File: config.mk
export PLATFORM = sky130hd
export DESIGN_NAME = eth_tx_manchester
export DESIGN_NICKNAME = d
export VERILOG_FILES = /design/src/rtl/eth_tx_manchester.sv
export SDC_FILE = /design/constraint.sdc
export NUM_CORES = 1
export LEC_CHECK = 0
export BUFFER_PORTS_ARGS = -buffer_cell sky130_fd_sc_hd__buf_4
export CORE_MARGIN = 3
export CORE_UTILIZATION = 55
export DETAILED_ROUTE_END_ITERATION = 8
export PLACE_DENSITY = 0.8
export SLEW_MARGIN = 30
export SYNTH_ARGS = -nofsm -noshare
export SYNTH_HDL_FRONTEND = slang
export SYNTH_SLANG_ARGS = --single-unit
export TNS_END_PERCENT = 5
File: constraint.sdc
create_clock -name CLK -period 4.95 [get_ports CLK]
set_input_delay 0 -clock CLK [delete_from_list [all_inputs] [get_ports CLK]]
set_output_delay 0 -clock CLK [all_outputs]
set_load 0.02 [all_outputs]
File: src/rtl/eth_tx_manchester.sv
// eth_tx_manchester: 10BASE-T transmit path.
//
// Takes frame bytes over a valid/ready byte stream and sends the preamble, the SFD and then the
// frame data. Data is Manchester-encoded LSB first, where 1 is sent as low->high. Each frame ends
// with the end-of-transmission delimiter (line held high), followed by the inter-frame gap.
// Normal link pulses are sent while the line is idle.
//
// Ports:
//   CLK       main clock
//   RST       asynchronous, active-high reset
//   in_data   frame byte (destination MAC first, FCS supplied upstream)
//   in_valid  in_data/in_last are valid
//   in_last   current byte is the final byte of the frame
//   in_ready  byte accepted this cycle when in_valid=1 (high only at a load point)
//   tx_out    line level, 1 = positive differential
//   tx_oe     driver enable, 0 = differential-zero idle
//   busy      high from frame start through the end of the inter-frame gap
//   underrun  one-cycle pulse when a frame is truncated for missing data
module eth_tx_manchester #(
    parameter int unsigned HALF_BIT_CLKS   = 5,
    parameter int unsigned PREAMBLE_BYTES  = 7,
    parameter int unsigned IFG_BITS        = 96,
    parameter int unsigned ETD_BITS        = 2,
    parameter int unsigned NLP_PERIOD_CLKS = 1600000,
    parameter int unsigned NLP_WIDTH_CLKS  = 10
) (
    input  logic       CLK,
    input  logic       RST,
    input  logic [7:0] in_data,
    input  logic       in_valid,
    input  logic       in_last,
    output logic       in_ready,
    output logic       tx_out,
    output logic       tx_oe,
    output logic       busy,
    output logic       underrun
);

    localparam int unsigned ETD_CLKS  = ETD_BITS * 2 * HALF_BIT_CLKS;
    localparam int unsigned IFG_CLKS  = IFG_BITS * 2 * HALF_BIT_CLKS;
    localparam int unsigned GAP_MAX_A = (ETD_CLKS > IFG_CLKS) ? ETD_CLKS : IFG_CLKS;
    localparam int unsigned GAP_MAX   = (GAP_MAX_A > NLP_WIDTH_CLKS) ? GAP_MAX_A : NLP_WIDTH_CLKS;
    localparam int unsigned CLK_W     = (HALF_BIT_CLKS > 1) ? $clog2(HALF_BIT_CLKS) : 1;
    localparam int unsigned GAP_W     = (GAP_MAX > 1) ? $clog2(GAP_MAX) : 1;
    localparam int unsigned NLP_W     = (NLP_PERIOD_CLKS > 1) ? $clog2(NLP_PERIOD_CLKS) : 1;
    localparam int unsigned PRE_W     = (PREAMBLE_BYTES > 1) ? $clog2(PREAMBLE_BYTES) : 1;

    localparam logic [CLK_W-1:0] CLK_LAST    = CLK_W'(HALF_BIT_CLKS - 1);
    localparam logic [CLK_W-1:0] CLK_PRE     = CLK_W'((HALF_BIT_CLKS > 1) ? HALF_BIT_CLKS - 2 : 0);
    localparam logic [GAP_W-1:0] ETD_LAST    = GAP_W'(ETD_CLKS - 1);
    localparam logic [GAP_W-1:0] IFG_LAST    = GAP_W'(IFG_CLKS - 1);
    localparam logic [GAP_W-1:0] NLP_LAST    = GAP_W'(NLP_WIDTH_CLKS - 1);
    localparam logic [NLP_W-1:0] PERIOD_LAST = NLP_W'(NLP_PERIOD_CLKS - 1);
    localparam logic [PRE_W-1:0] PRE_LAST    = PRE_W'(PREAMBLE_BYTES - 1);
    localparam logic [7:0]       PRE_BYTE    = 8'h55;
    localparam logic [7:0]       SFD_BYTE    = 8'hD5;

    typedef enum logic [2:0] {
        StIdle, StNlp, StPreamble, StSfd, StData, StEtd, StIfg
    } state_e;

    state_e           state_q;
    logic [CLK_W-1:0] clk_cnt_q;   // clocks within the current half-bit
    logic [3:0]       half_q;      // half-bit index within the current byte
    logic [PRE_W-1:0] pre_cnt_q;
    logic [7:0]       data_q;
    logic             last_q;
    logic [GAP_W-1:0] gap_q;       // shared by NLP width, ETD and IFG timing
    logic [NLP_W-1:0] nlp_cnt_q;

    logic [7:0] cur_byte;
    logic [3:0] half_nxt;
    logic       half_tick;
    logic       byte_end;
    logic       pre_end;
    logic       load_at_end;
    logic       next_level;

    always_comb begin
        cur_byte = data_q;
        if (state_q == StPreamble) begin
            cur_byte = PRE_BYTE;
        end else if (state_q == StSfd) begin
            cur_byte = SFD_BYTE;
        end
    end

    assign half_tick   = (clk_cnt_q == CLK_LAST);
    assign byte_end    = half_tick && (half_q == 4'd15);
    // True one clock before byte_end, so in_ready can be registered onto the load-point cycle.
    assign pre_end     = (HALF_BIT_CLKS > 1) ? ((half_q == 4'd15) && (clk_cnt_q == CLK_PRE))
                                             : (half_q == 4'd14);
    assign load_at_end = (state_q == StSfd) || ((state_q == StData) && !last_q);
    assign half_nxt    = half_q + 4'd1;
    assign next_level  = half_nxt[0] ? cur_byte[half_nxt[3:1]] : ~cur_byte[half_nxt[3:1]];

    // Byte-position counters are always zero outside PREAMBLE/SFD/DATA (they wrap to zero at
    // every byte end, and frames only leave those states at a byte end), so frame start only
    // has to set the state and the first half-bit level.
    always_ff @(posedge CLK or posedge RST) begin
        if (RST) begin
            state_q   <= StIdle;
            clk_cnt_q <= '0;
            half_q    <= '0;
            pre_cnt_q <= '0;
            data_q    <= '0;
            last_q    <= 1'b0;
            gap_q     <= '0;
            nlp_cnt_q <= '0;
            in_ready  <= 1'b0;
            tx_out    <= 1'b0;
            tx_oe     <= 1'b0;
            busy      <= 1'b0;
            underrun  <= 1'b0;
        end else begin
            in_ready <= 1'b0;
            underrun <= 1'b0;
            case (state_q)
                StIdle: begin
                    if (in_valid) begin
                        state_q   <= StPreamble;
                        busy      <= 1'b1;
                        tx_oe     <= 1'b1;
                        tx_out    <= ~PRE_BYTE[0];
                        nlp_cnt_q <= '0;
                    end else if (nlp_cnt_q == PERIOD_LAST) begin
                        state_q   <= StNlp;
                        tx_oe     <= 1'b1;
                        tx_out    <= 1'b1;
                        gap_q     <= '0;
                        nlp_cnt_q <= '0;
                    end else begin
                        nlp_cnt_q <= nlp_cnt_q + 1'b1;
                    end
                end
                StNlp: begin
                    if (gap_q == NLP_LAST) begin
                        gap_q     <= '0;
                        nlp_cnt_q <= '0;
                        // A frame that arrived during the pulse starts as soon as it ends.
                        if (in_valid) begin
                            state_q <= StPreamble;
                            busy    <= 1'b1;
                            tx_out  <= ~PRE_BYTE[0];
                        end else begin
                            state_q <= StIdle;
                            tx_oe   <= 1'b0;
                            tx_out  <= 1'b0;
                        end
                    end else begin
                        gap_q <= gap_q + 1'b1;
                    end
                end
                StPreamble, StSfd, StData: begin
                    if (!half_tick) begin
                        clk_cnt_q <= clk_cnt_q + 1'b1;
                    end else begin
                        clk_cnt_q <= '0;
                        half_q    <= half_nxt;
                        if (!byte_end) begin
                            tx_out <= next_level;
                        end
                    end
                    if (pre_end && load_at_end) begin
                        in_ready <= 1'b1;
                    end
                    if (byte_end) begin
                        if (state_q == StPreamble) begin
                            if (pre_cnt_q == PRE_LAST) begin
                                state_q   <= StSfd;
                                pre_cnt_q <= '0;
                                tx_out    <= ~SFD_BYTE[0];
                            end else begin
                                pre_cnt_q <= pre_cnt_q + 1'b1;
                                tx_out    <= ~PRE_BYTE[0];
                            end
                        end else if (load_at_end && in_valid) begin
                            state_q <= StData;
                            data_q  <= in_data;
                            last_q  <= in_last;
                            tx_out  <= ~in_data[0];
                        end else begin
                            // Either the last byte is done or upstream ran dry at a load point.
                            underrun <= load_at_end;
                            state_q  <= StEtd;
                            tx_out   <= 1'b1;
                            gap_q    <= '0;
                        end
                    end
                end
                StEtd: begin
                    if (gap_q == ETD_LAST) begin
                        state_q <= StIfg;
                        tx_oe   <= 1'b0;
                        tx_out  <= 1'b0;
                        gap_q   <= '0;
                    end else begin
                        gap_q <= gap_q + 1'b1;
                    end
                end
                StIfg: begin
                    if (gap_q == IFG_LAST) begin
                        gap_q <= '0;
                        // A pending frame follows the gap directly; busy never drops.
                        if (in_valid) begin
                            state_q <= StPreamble;
                            tx_oe   <= 1'b1;
                            tx_out  <= ~PRE_BYTE[0];
                        end else begin
                            state_q <= StIdle;
                            busy    <= 1'b0;
                        end
                    end else begin
                        gap_q <= gap_q + 1'b1;
                    end
                end
                default: begin
                    state_q <= StIdle;
                    tx_oe   <= 1'b0;
                    tx_out  <= 1'b0;
                    busy    <= 1'b0;
                end
            endcase
        end
    end

endmodule

---- Word level (Yosys, flattened, before mapping) ----
Cells that the tools add are included.
operators by class
  $add $sub $neg .......................... 5
  reduce and logical (&&, ||, !) cells .... 21
  eq/ne operators ......................... 28
  bitwise logic cells ..................... 5
  multipliers ............................. 0
  div/mod/pow operators ................... 0
  shifts and indexed selects .............. 0
  $lt $le $gt $ge ......................... 1
  muxes and demuxes ....................... 58
operator list
  kind                     number
  $mux W10                 8
  $mux W21                 3
  $pmux W10 S5             1
  $pmux W21 S2             1
  $mux W3                  10
  $mux W1                  27
  $ne A2 B2 Y1 const B     11
  $add A21 B1 Y21 const B  1
  $eq A21 B21 Y1 const B   1
  $reduce_and A6 Y1        3
  $mux W8                  2
  $eq A3 B3 Y1 const B     5
  $pmux W3 S5              1
  $add A10 B1 Y10 const B  1
  $eq A10 B10 Y1 const B   1
  $eq A10 B4 Y1 const B    1
  $eq A10 B5 Y1 const B    1
  $pmux W1 S5              2
  $eq A3 B2 Y1 const B     3
  $ne A3 B3 Y1 const B     3
  $reduce_and A4 Y1        2
  $reduce_and A7 Y1        1
  $add A3 B1 Y3 const B    2
  $logic_and A1 B1 Y1      5
  17 further kinds         22
word-level totals
  bits of input ports ..................... 12
  RAM bits ................................ 0
  output and inout bits ................... 5
  bits in registers ....................... 58
  word-level logic and storage cells ...... 131
  memory bits (read-only) ................. 0
  memories ................................ 0
  latch bits .............................. 0

---- Logic depth before layout (Yosys ltp) ----
Gate-level depths: netlist (run 1).
  word-level depth ........................ 10
  gate-level depth with buffers ........... 9
  depth with buffers taken out ............ 9

---- Worst setup path before layout (run 1) ----
OpenSTA, ideal clock, no wires.
  kind .................................... register to register
  from .................................... register half_q[0]
  to ...................................... register tx_out
  path buffers ............................ 0
  library setup time ...................... 0.088 ns
  arrival ................................. 2.013 ns
  cell stages (with the launch flop) ...... 9
  required time ........................... 4.862 ns
  clock period less this slack ............ 2.102 ns
  setup slack ............................. 2.848 ns
  path through ............................ dfrtp_1 -> ha_1 -> xnor2_1 -> nand2_1 -> a31oi_1 -> a311oi_1 -> or3_1 -> a211o_1 -> a41oi_1
between the ends
  longest elaborated chain between the ends .. 8
  elaborated cells between the ends (all ways) .. 12
  those cells by class .................... 1 x add/sub; 2 x eq/ne; 6 x mux; 1 x bitwise; 2 x reduce/logical
RTL lines
  what                           line  source
  start: declaration             64    logic [3:0] half_q;
  start signal: assignment       159   half_q <= half_nxt;
  $add A4 B1 Y4                  94    assign half_nxt = half_q + 4'd1;
  $bmux W1 S3                    95    assign next_level = half_nxt[0] ? cur_byte[half_nxt[3:1]] : ~cur_byte[half_nxt[3:1]];
  $mux W1 (not written as such)  95
  $not A1 Y1                     95
  $mux W1                        95
  $mux W1                        155   if (!half_tick) begin
  $mux W1                        167   if (byte_end) begin
  $pmux W1 S5                    118   case (state_q)
  end signal: assignment         124   tx_out <= ~PRE_BYTE[0];
  end signal: assignment         161   tx_out <= next_level;
  end signal: assignment         172   tx_out <= ~SFD_BYTE[0];
  end: declaration               33    output logic tx_out,
Parallel ways exist; a longest one is shown, timed or not. The select of a mux whose other input is x is not followed.
A chain may end at the register's enable or synchronous reset.

---- Worst setup path in the final report (run 1) ----
  from .................................... register gap_q[0]
  to ...................................... register state_q[1]
between the ends
  longest elaborated chain between the ends .. 3
  elaborated cells between the ends (all ways) .. 7
  those cells by class .................... 6 x eq/ne; 1 x reduce/logical
RTL lines
  what                                    line  source
  start: declaration                      68    logic [GAP_W-1:0] gap_q;
  start signal: assignment                151   gap_q <= gap_q + 1'b1;
  start signal: assignment                198   gap_q <= gap_q + 1'b1;
  start signal: assignment                214   gap_q <= gap_q + 1'b1;
  $eq A10 B10 Y1 (tied with other cells)  202   if (gap_q == IFG_LAST) begin
  $ne A2 B2 Y1 (no line)                  --
  $reduce_and A6 Y1 (no line) (*)         --
  end signal: assignment                  206   state_q <= StPreamble;
  end signal: assignment                  210   state_q <= StIdle;
  end signal: assignment                  218   state_q <= StIdle;
  end: declaration                        62    state_e state_q;
Every way passes the cells marked *; elsewhere a longest branch is shown, timed or not.

==> results of run 1 <==
[worst max-delay path by stage]
stage | start | endpoint | slack (ns) | cells past startpoint
6_report | gap_q[0]$_DFFE_PP0P_ | state_q[1]$_DFFE_PP0P_ | 2.50 | 8
5_1_grt | gap_q[0]$_DFFE_PP0P_ | state_q[1]$_DFFE_PP0P_ | 2.33 | 8
4_1_cts | gap_q[0]$_DFFE_PP0P_ | state_q[1]$_DFFE_PP0P_ | 2.51 | 8
3_5_place_dp | gap_q[0]$_DFFE_PP0P_ | state_q[1]$_DFFE_PP0P_ | 2.60 | 8
3_3_place_gp | state_q[2]$_DFFE_PP0P_ | state_q[1]$_DFFE_PP0P_ | 2.61 | 6
2_1_floorplan | half_q[0]$_DFFE_PP0P_ | tx_out$_DFFE_PP0P_ | 2.85 | 8
[power groups by stage]
stage          combinational (mW)  clock (mW)  sequential [mW]
2_1_floorplan               0.512           0            0.653
3_3_place_gp                0.581           0            0.694
3_5_place_dp                0.603           0            0.697
4_1_cts                     0.614       0.416            0.690
5_1_grt                     0.688       0.443            0.710
6_report                    0.613       0.402            0.694
[what timing repair did]
action / 4_1_cts / 5_1_grt
hold endpoints to repair: 67 / 0
resized for setup: 0 / 0
hold buffers: 10 / 0
[metrics by stage]
step | hold WS [ns] | instance area, µm² | utilization (%)
2_1_floorplan | 0.151 | 3210 | -
3_3_place_gp | 0.233 | 3370 | 60.4
3_5_place_dp | 0.236 | 3370 | 60.4
4_1_cts | 0.0758 | 3650 | 65.5
5_1_grt | 0.0916 | 3650 | 65.5
6_report | 0.106 | 3650 | 65.5
[cell families (layout without fill, tap and decap cells)]
kind of cell,after synthesis,in the layout
AOI/OAI and AO/OA,72,72
xor gates and xnor gates,25,25
adders and majority gates,7,7
buffers and inverters,26,55
DFF,58,58
muxes,12,12
and+or+nand+nor,142,142
[Yosys cell counts (4+ instances only)]
cell      number
or3_1          4
nand2_1       34
clkbuf_1       9
buf_2          4
nand3_1       20
and4_1         5
dfrtp_1       58
and3_1         7
nand4_1        6
a21oi_1       16
a31oi_1       10
nand2b_1       4
mux2_2        10
nor2_1        42
xnor2_1        6
o21ai_0       17
xor2_1        19
ha_1           7
inv_1         12
[state kept, by name (all words and copies together), names as in the netlist]
| register | count |
|---|---|
| busy | 1 |
| clk_cnt_q | 3 |
| data_q | 8 |
| gap_q | 10 |
| half_q | 4 |
| in_ready | 1 |
| last_q | 1 |
| nlp_cnt_q | 21 |
| pre_cnt_q | 3 |
| state_q | 3 |
| tx_oe | 1 |
| tx_out | 1 |
| underrun | 1 |
[worst max-delay path, cell delays in order, from the launching register on]
cell and delay, ns:
dfrtp_1 0.40, ha_1 0.24, and3_1 0.25, a41oi_1 0.24, a211oi_4 0.58, nand2_4 0.10
nor2_4 0.17, mux2i_1 0.11, a211oi_2 0.27
[final cells by class]
cell class / count / area [µm²] / share of cell area (%)
Clock buffer: 14 / 173 / 4.73
Sequential cell: 58 / 1450 / 39.7
Timing Repair Buffer: 27 / 228 / 6.24
Multi-Input combinational cell: 258 / 1660 / 45.3
Inverter: 12 / 45.0 / 1.23
Tap cell: 72 / 90.1 / 2.47
Clock inverter: 2 / 10.0 / 0.274
[layer usage]
layer  vias to the layer above  track usage [%]  share of wire (%)
met2                        67             36.9                 49
met5                         -                0                  0
met4                         0             6.31               0.86
li1                       1264                -                  -
met3                         5             6.94                4.6
met1                      1242             29.2                 46
==> impl_metrics.json, run 1 <==
{
  "status": "finished clean",
  "io_pins": 17,
  "layout_min_cycle_time_ns": 2.45,
  "setup_tns_ns": 0,
  "hold_depth": 4,
  "period_share_pct": 49.5,
  "start_util_pct": 57.6,
  "dp.cells": 417,
  "ys.flop_type": "dfrtp_1",
  "hold_path_startpoint": "in_valid",
  "layout.nets": 385,
  "p_per_area_nw_per_um2": 468,
  "place_ws_ns": 2.60,
  "worstSetupPathType": "reg -> reg",
  "min_to": "state_q[0]$_DFFE_PP0P_",
  "grt_pass1_vias": 2468,
  "r2r_setup_slack_ns": 2.50,
  "cts_tree": "yes",
  "critPathRequiredTime_ns": 5.19,
  "grt_max_degree": 59,
  "wl_mm": 6.63,
  "pwr-share-clk_pct": 23.5,
  "worstPathArrival_ns": 2.69,
  "fp-row-count": 27,
  "ir_drop_uv": 284,
  "hold_viol": 0,
  "dpl.hpwl_mm": 4.50,
  "power.share.switching_pct": 39.7,
  "reg2reg_from": "gap_q[0]$_DFFE_PP0P_",
  "synth-seq-cells": 58,
  "r2r_cells": 8,
  "synth_cell_types": 55,
  "synthesis.area_um2": 3210,
  "synthSimpleGateAreaFrac_pct": 23.0,
  "diodes": 0,
  "cp_max_fo": 10,
  "p_leak_nw": 1.66,
  "syn-num-nets": 361,
  "wl_per_cell_um": 15.0,
  "die_h_um": 82.4,
  "synth_edf_count": 0,
  "clkSlewWorstSetupHoldPaths_ns": 0.07,
  "ys_warn_count": 0,
  "finalClockSkew_ns": 0.00913,
  "vias": 2578,
  "final_common_cell": "dfrtp_1",
  "antenna_left": 0,
  "cts-root-buf": "clkbuf_8",
  "drive_above_1_share_pct": 13.5,
  "hp-class": "in -> reg",
  "seq_power_share_pct": 40.6,
  "syn_inst": 342,
  "yosysSeqAreaShare_pct": 45.2,
  "setup_ws_ns": 2.50,
  "avgSynthCellArea_um2": 9.39,
  "setup_viol": 0,
  "gp_congestion": 0.902,
  "synthTopCellsByArea": "dfrtp_1, xor2_1, nor2_1",
  "grt_pass1_wl_mm": 11.6,
  "grt_overflow": 0,
  "n_fill_cell": 449,
  "synthAdderAreaFrac_pct": 2.73,
  "mostFrequentLayoutCells": "dfrtp_1, nor2_1, nand2_1, nand3_1, xor2_1",
  "die_x_um": 82.4,
  "drt-initial-drc-count": 154,
  "synth_xor_area_share_pct": 6.82,
  "yosys.area.top_type": "dfrtp_1",
  "dr.pass1.iters": 4,
  "p_sw_mw": 0.679,
  "cts_inserted_buffers": 9,
  "final_cells": 443,
  "dieArea_um2": 6790,
  "synth_compound_area_share_pct": 14.9,
  "total_power_mw": 1.71,
  "grtUsageTotal_pct": 22.7,
  "max_slew_margin_pct": 47.4,
  "async_flop_share_pct": 100,
  "internal_power_mw": 1.03,
  "cts.sinks": 58,
  "synth_top_family_by_area": "simple AND/OR/NAND/NOR gates",
  "maxSlewViolCount": 0,
  "yosysTopAreaCellShare_pct": 45.2,
  "route.detailed.drc": 0,
  "start_kind": "register",
  "cap_violations": 0,
  "syn2layout_area_growth_pct": 13.8,
  "portBuffers": 16,
  "comb_power_share_pct": 35.9,
  "htreeDepth": 3,
  "postCtsSetupRepairBufs": 0,
  "clock_latency_ns": 0.34,
  "rsz0062_at_grt": "false",
  "synthMuxAreaShare_pct": 4.13,
  "grt_antenna_before_repair": 0,
  "clk_path_buf_depth": 2,
  "fp.coreArea_um2": 5570,
  "routed_via_density": 5.82,
  "worstMarginPinSlew_ns": 0.789,
  "max_freq_mhz": 408,
  "end_kind": "register",
  "r2r-end": "state_q[1]$_DFFE_PP0P_"
}
Note: power is estimated with default switching activity, not from simulation.
==> inputs of run 2 (changes only) <==
ABC_AREA = 1   (was not set)
PLACE_DENSITY = 0.82   (was 0.8)
clock period = 2.1 ns   (was 4.95 ns; I/O delays follow)
==> run 2 against run 1 <==
Compared with the run above: cell area grew 15%; largest power group is now the clock network; clock skew rose by 0.0051 ns; highest routed layer unchanged; setup slack got worse by 2.4 ns.
==> impl_metrics.json, run 2 <==
{
  "yosysTopAreaCellShare_pct": 40.0,
  "final_common_cell": "nand2_1",
  "ir_drop_uv": 489,
  "worstSetupPathType": "reg -> reg",
  "fp-row-count": 28,
  "route.detailed.drc": 0,
  "status": "finished clean",
  "cap_violations": 0,
  "p_leak_nw": 2.07,
  "antenna_left": 0,
  "layout.nets": 527,
  "dieArea_um2": 7610,
  "p_per_area_nw_per_um2": 572,
  "max_freq_mhz": 507,
  "ys.flop_type": "dfrtp_1",
  "finalClockSkew_ns": 0.0142,
  "layout_min_cycle_time_ns": 1.97,
  "max_slew_margin_pct": 50.6,
  "cts-root-buf": "clkbuf_8",
  "dp.cells": 559,
  "largest_register_ff_count": 21,
  "cts.sinks": 58,
  "yosysMostFrequentCell": "nand2_1",
  "wl_per_cell_um": 14.8,
  "synthTopCellsByCount": "nand2_1, nor2_1, dfrtp_1",
  "setup_tns_ns": 0,
  "place_ws_ns": 0.0907,
  "worstPathArrival_ns": 2.19,
  "met3RoutedLength_um": 439,
  "synth_xor_area_share_pct": 3.14,
  "syn2layout_area_growth_pct": 16.0,
  "yosysSeqAreaShare_pct": 40.0,
  "finish.instance_area_um2": 4210,
  "grt_max_degree": 59,
  "cp_max_fo": 11,
  "avgSynthCellArea_um2": 7.71,
  "cts_inserted_buffers": 9,
  "wl_mm": 8.70,
  "drive_above_1_share_pct": 15.4,
  "grtUsageTotal_pct": 24.6,
  "mostFrequentLayoutCells": "nand2_1, nor2_1, dfrtp_1, inv_1, nand3_1",
  "synth_cell_types": 45,
  "synth_top_family_by_area": "simple AND/OR/NAND/NOR gates",
  "setup_viol": 0,
  "synth_edf_count": 0,
  "clock_latency_ns": 0.34,
  "wl_met1_mm": 3.78,
  "synth-seq-cells": 58,
  "end_kind": "register",
  "hp-class": "in -> async",
  "grt_overflow": 0,
  "die_x_um": 87.3,
  "syn_inst": 471,
  "rsz0062_at_grt": "true",
  "grt_pass1_vias": 3201,
  "diodes": 0,
  "vias": 3406,
  "synthAdderAreaFrac_pct": 2.41,
  "hold-worst-slack_ns": 0.413,
  "yosys.area.top_type": "dfrtp_1",
  "worstMarginPinSlew_ns": 0.741,
  "routed_via_density": 5.79,
  "setup_ws_ns": 0.126,
  "drt-initial-drc-count": 263,
  "total_power_mw": 2.41,
  "async_flop_share_pct": 100,
  "grt_pass1_wl_mm": 14.8,
  "dpl.hpwl_mm": 5.85,
  "ys_warn_count": 0,
  "hold_viol": 0,
  "die_h_um": 87.3,
  "largestRegisters": "nlp_cnt_q: 21 flops, gap_q: 10 flops, data_q: 8 flops",
  "synthTopCellsByArea": "dfrtp_1, nand2_1, nor2_1",
  "placed_area_um2": 3830,
  "start_kind": "register",
  "portBuffers": 16,
  "clkSlewWorstSetupHoldPaths_ns": 0.06,
  "dr.pass1.iters": 5,
  "synthSimpleGateAreaFrac_pct": 34.1,
  "htreeDepth": 3,
  "cts_tree": "yes",
  "finalCoreUtilization_pct": 68.3,
  "syn-num-nets": 490,
  "highest_layer": "met4",
  "clk_path_buf_depth": 2,
  "synthesis.area_um2": 3630,
  "io_pins": 17,
  "fp.coreArea_um2": 6170,
  "critPathRequiredTime_ns": 2.32,
  "period_share_pct": 94.0,
  "maxSlewViolCount": 0,
  "top_register": "nlp_cnt_q",
  "final_cells": 588,
  "gp_congestion": 0.949,
  "start_util_pct": 58.9,
  "synth_compound_area_share_pct": 9.82,
  "synthMuxAreaShare_pct": 2.79,
  "met2RoutedLength_mm": 4.27,
  "grt_antenna_before_repair": 0
}
-- run 2: path summary, 6_finish.rpt --
check                                 startpoint                  endpoint  cells after the start  slack [ns]
min in group CLK                      in_data[2]     data_q[2]$_DFFE_PP0P_                      3        0.44
setup reg to reg           half_q[0]$_DFFE_PP0P_     data_q[6]$_DFFE_PP0P_                      7        0.13
hold reg to reg                tx_oe$_DFFE_PP0P_         tx_oe$_DFFE_PP0P_                      2        0.50
setup / recovery           half_q[0]$_DFFE_PP0P_     data_q[6]$_DFFE_PP0P_                      7        0.13
max in group asynchronous                    RST     half_q[3]$_DFFE_PP0P_                      4        1.17
hold / removal                               RST  nlp_cnt_q[6]$_DFFE_PP0P_                      4        0.41
-- run 2: per-layer routing --
layer / track usage [%] / up-vias
met2: 39.7 / 125
met3: 4.26 / 21
met5: 0 / -
li1: - / 1646
met4: 10.0 / 0
met1: 32.7 / 1614
-- run 2: layout make-up --
cell class / instances / area, µm²
clock buffer: 12 / 165
clock inverter: 4 / 72.6
fill: 478 / 1950
inverter: 60 / 228
multi-input combinational: 345 / 1910
sequential: 58 / 1450
tap: 75 / 93.8
timing repair buffer: 34 / 295
-- run 2: logic make-up after synthesis --
kind of cell / after synthesis
AND/OR/NAND/NOR: 259
buffers and inverters: 68
AO/OA/AOI/OAI: 59
flip-flops: 58
XOR/XNOR: 13
multiplexers: 7
adder cells (fa/ha/maj): 7
-- run 2: worst max-delay path, stage by stage, from the launching register on --
cell,delay [ns]
dfrtp_1,0.41
ha_1,0.24
nand2_1,0.18
nor2_1,0.10
nand2_1,0.23
inv_1,0.14
nand2_4,0.19
mux2_2,0.36
-- run 2: what timing repair did --
item / in CTS / in global routing
hold buffers: 11 / 0
buffers inserted: 0 / 2
gates resized for setup: 0 / 2
endpoints found under the setup margin: 0 / 18
hold endpoints to repair: 68 / 0
-- run 2: power by group --
| group | internal (mW) | leakage, nW | switching (mW) |
|---|---|---|---|
| Clock | 0.763 | 0.119 | 0.463 |
| Combinational | 0.0305 | 1.27 | 0.0366 |
| Sequential | 1.12 | 0.686 | 0 |
| Total | 1.91 | 2.07 | 0.500 |
==> inputs of run 3 (changes only) <==
CELL_PAD_IN_SITES_DETAIL_PLACEMENT = 0   (was not set)
CELL_PAD_IN_SITES_GLOBAL_PLACEMENT = 1   (was not set)
CORE_UTILIZATION = 42   (was 55)
PLACE_DENSITY = 0.84   (was 0.82)
==> run 3 against run 2 <==
Compared with the run above: first-iteration DRC count down 42%; die area up 29%; clock-buffer cell count down 2; setup slack better by 0.031 ns; worst hold slack worse by 0.10 ns; combinational power up 3.4%; sequential power about the same; cell count up 4.9%; clock power down 7%; routed wire length down 4.5%; global-route usage down 6.5 points; clock skew down 0.0053 ns.
==> impl_metrics.json, run 3 (same netlist as run 2, synthesis figures left out) <==
{
  "status": "finished clean",
  "grt_antenna_before_repair": 0,
  "cts.sinks": 58,
  "largestRegisters": "nlp_cnt_q: 21 flops, gap_q: 10 flops, data_q: 8 flops",
  "setup_tns_ns": 0,
  "period_share_pct": 92.5,
  "worstSetupPathType": "reg -> reg",
  "die_x_um": 99.0,
  "reg2reg_from": "gap_q[1]$_DFFE_PP0P_",
  "die_h_um": 99.0,
  "cts_inserted_buffers": 9,
  "diodes": 0,
  "seq_power_share_pct": 47.9,
  "p_leak_nw": 2.05,
  "max_freq_mhz": 515,
  "maxSlewViolCount": 0,
  "critPathRequiredTime_ns": 2.32,
  "drt-initial-drc-count": 153,
  "clock_latency_ns": 0.34,
  "pwr-share-clk_pct": 49.2,
  "wl_mm": 8.31,
  "clkSlewWorstSetupHoldPaths_ns": 0.07,
  "start_util_pct": 43.8,
  "dieArea_um2": 9800,
  "syn2layout_area_growth_pct": 16.6,
  "dpl.hpwl_mm": 6.19,
  "portBuffers": 16,
  "max_slew_margin_pct": 57.4,
  "setup_viol": 0,
  "finalClockSkew_ns": 0.00891,
  "worstPathCellList": "inv_1, ha_1, nand2_1, nor2_1, nand4_1, o21ai_4, buf_12, nand2_1, inv_2, nor2_1",
  "rsz0062_at_grt": "false",
  "busiest_layer": "met2",
  "fp-row-count": 33,
  "r2r_setup_slack_ns": 0.16,
  "grt_overflow": 0,
  "worstPathArrival_ns": 2.16,
  "ir_drop_uv": 282,
  "placed_area_um2": 3910,
  "gp_congestion": 0.891,
  "start_kind": "register",
  "p_per_area_nw_per_um2": 551,
  "cpMaxStageDelayCell": "dfrtp_1",
  "route.detailed.drc": 0,
  "layout_min_cycle_time_ns": 1.94,
  "layout.nets": 527,
  "postCtsSetupRepairBufs": 0,
  "cp_max_fo": 19,
  "hp-class": "in -> async",
  "comb_power_share_pct": 3.0,
  "io_pins": 17,
  "use_met2_pct": 28.1,
  "grtUsageMet3_pct": 3.40,
  "r2r-end": "nlp_cnt_q[12]$_DFFE_PP0P_",
  "finish.instance_area_um2": 4240,
  "p_sw_mw": 0.492,
  "vias": 3194,
  "fp.coreArea_um2": 8300,
  "top_register": "nlp_cnt_q",
  "use_met1_pct": 25.2,
  "grt_pass1_wl_mm": 14.5,
  "cts_tree": "yes",
  "power.share.switching_pct": 21.1,
  "internal_power_mw": 1.84,
  "dr.pass1.iters": 4,
  "r2r_cells": 10,
  "grt_pass1_vias": 3106,
  "drive_above_1_share_pct": 15.2,
  "largest_register_ff_count": 21,
  "clk_path_buf_depth": 2,
  "cap_violations": 0,
  "cts-root-buf": "clkbuf_8",
  "grt_max_degree": 31,
  "hold_viol": 0,
  "end_kind": "register",
  "wl_per_cell_um": 13.5,
  "grtUsageTotal_pct": 18.1,
  "final_common_cell": "nand2_1",
  "antenna_left": 0,
  "worstMarginPinSlew_ns": 0.638,
  "htreeDepth": 3,
  "mostFrequentLayoutCells": "nand2_1, nor2_1, dfrtp_1, inv_1, nand3_1",
  "cp_slowest_stage_delay_ns": 0.42,
  "routed_via_density": 5.18
}
-- run 3: how the worst max path moves through the flow --
| stage | startpoint | to | slack, ns | cells after the start |
|---|---|---|---|---|
| 3_5_place_dp | gap_q[0]$_DFFE_PP0P_ | nlp_cnt_q[10]$_DFFE_PP0P_ | 0.17 | 9 |
| 3_3_place_gp | gap_q[1]$_DFFE_PP0P_ | nlp_cnt_q[3]$_DFFE_PP0P_ | 0.25 | 10 |
| 5_1_grt | gap_q[1]$_DFFE_PP0P_ | tx_oe$_DFFE_PP0P_ | 0.04 | 11 |
| 4_1_cts | gap_q[0]$_DFFE_PP0P_ | nlp_cnt_q[10]$_DFFE_PP0P_ | 0.16 | 9 |
| 6_report | gap_q[1]$_DFFE_PP0P_ | nlp_cnt_q[12]$_DFFE_PP0P_ | 0.16 | 10 |
| 2_1_floorplan | nlp_cnt_q[0]$_DFFE_PP0P_ | tx_oe$_DFFE_PP0P_ | 0.41 | 10 |
-- run 3: what timing repair did --
item | CTS | global route
hold buffers | 11 | 0
resized for setup | 0 | 1
hold endpoints to repair | 38 | 0
setup endpoints to repair | 0 | 1
-- run 3: worst max-delay path: cells and delay by family (launching register included) --
family          cells  cell delay [ns]
flops               1             0.42
compound gates      1             0.22
buf+inv             3             0.45
simple gates        5             0.57
fa+ha+maj           1             0.14
-- run 3: area by class of cell --
class	count	area [µm²]
timing repair buffer	34	308
multi-input combinational	345	1900
clock buffer	10	138
clock inverter	5	78.8
sequential	58	1450
inverter	60	228
fill	797	4060
tap	105	131
-- run 3: stage by stage --
step	cells	worst slack, ns	utilization, %	hold slack, ns	power, mW
2_1_floorplan	471	0.406	-	0.149	1.16
3_3_place_gp	591	0.248	47.1	0.127	1.19
3_5_place_dp	591	0.170	47.1	0.136	1.19
4_1_cts	617	0.163	51.0	0.320	2.36
5_1_grt	617	0.0411	51.0	0.347	2.43
6_report	617	0.157	51.0	0.310	2.33
-- run 3: power by group through the flow --
stage,Combinational (mW),Clock (mW),Sequential [mW]
final,0.0694,1.15,1.12
after global routing,0.0780,1.23,1.12
after detailed placement,0.0552,0,1.14
after floorplan,0.0247,0,1.14
after CTS,0.0711,1.18,1.12
after global placement,0.0549,0,1.14
-- run 3: routing by layer --
| layer | wire, µm | vias up |
|---|---|---|
| met5 | 0 | - |
| met4 | 111 | 0 |
| met3 | 269 | 9 |
| met2 | 3760 | 60 |
| met1 | 4160 | 1485 |
| li1 | - | 1640 |
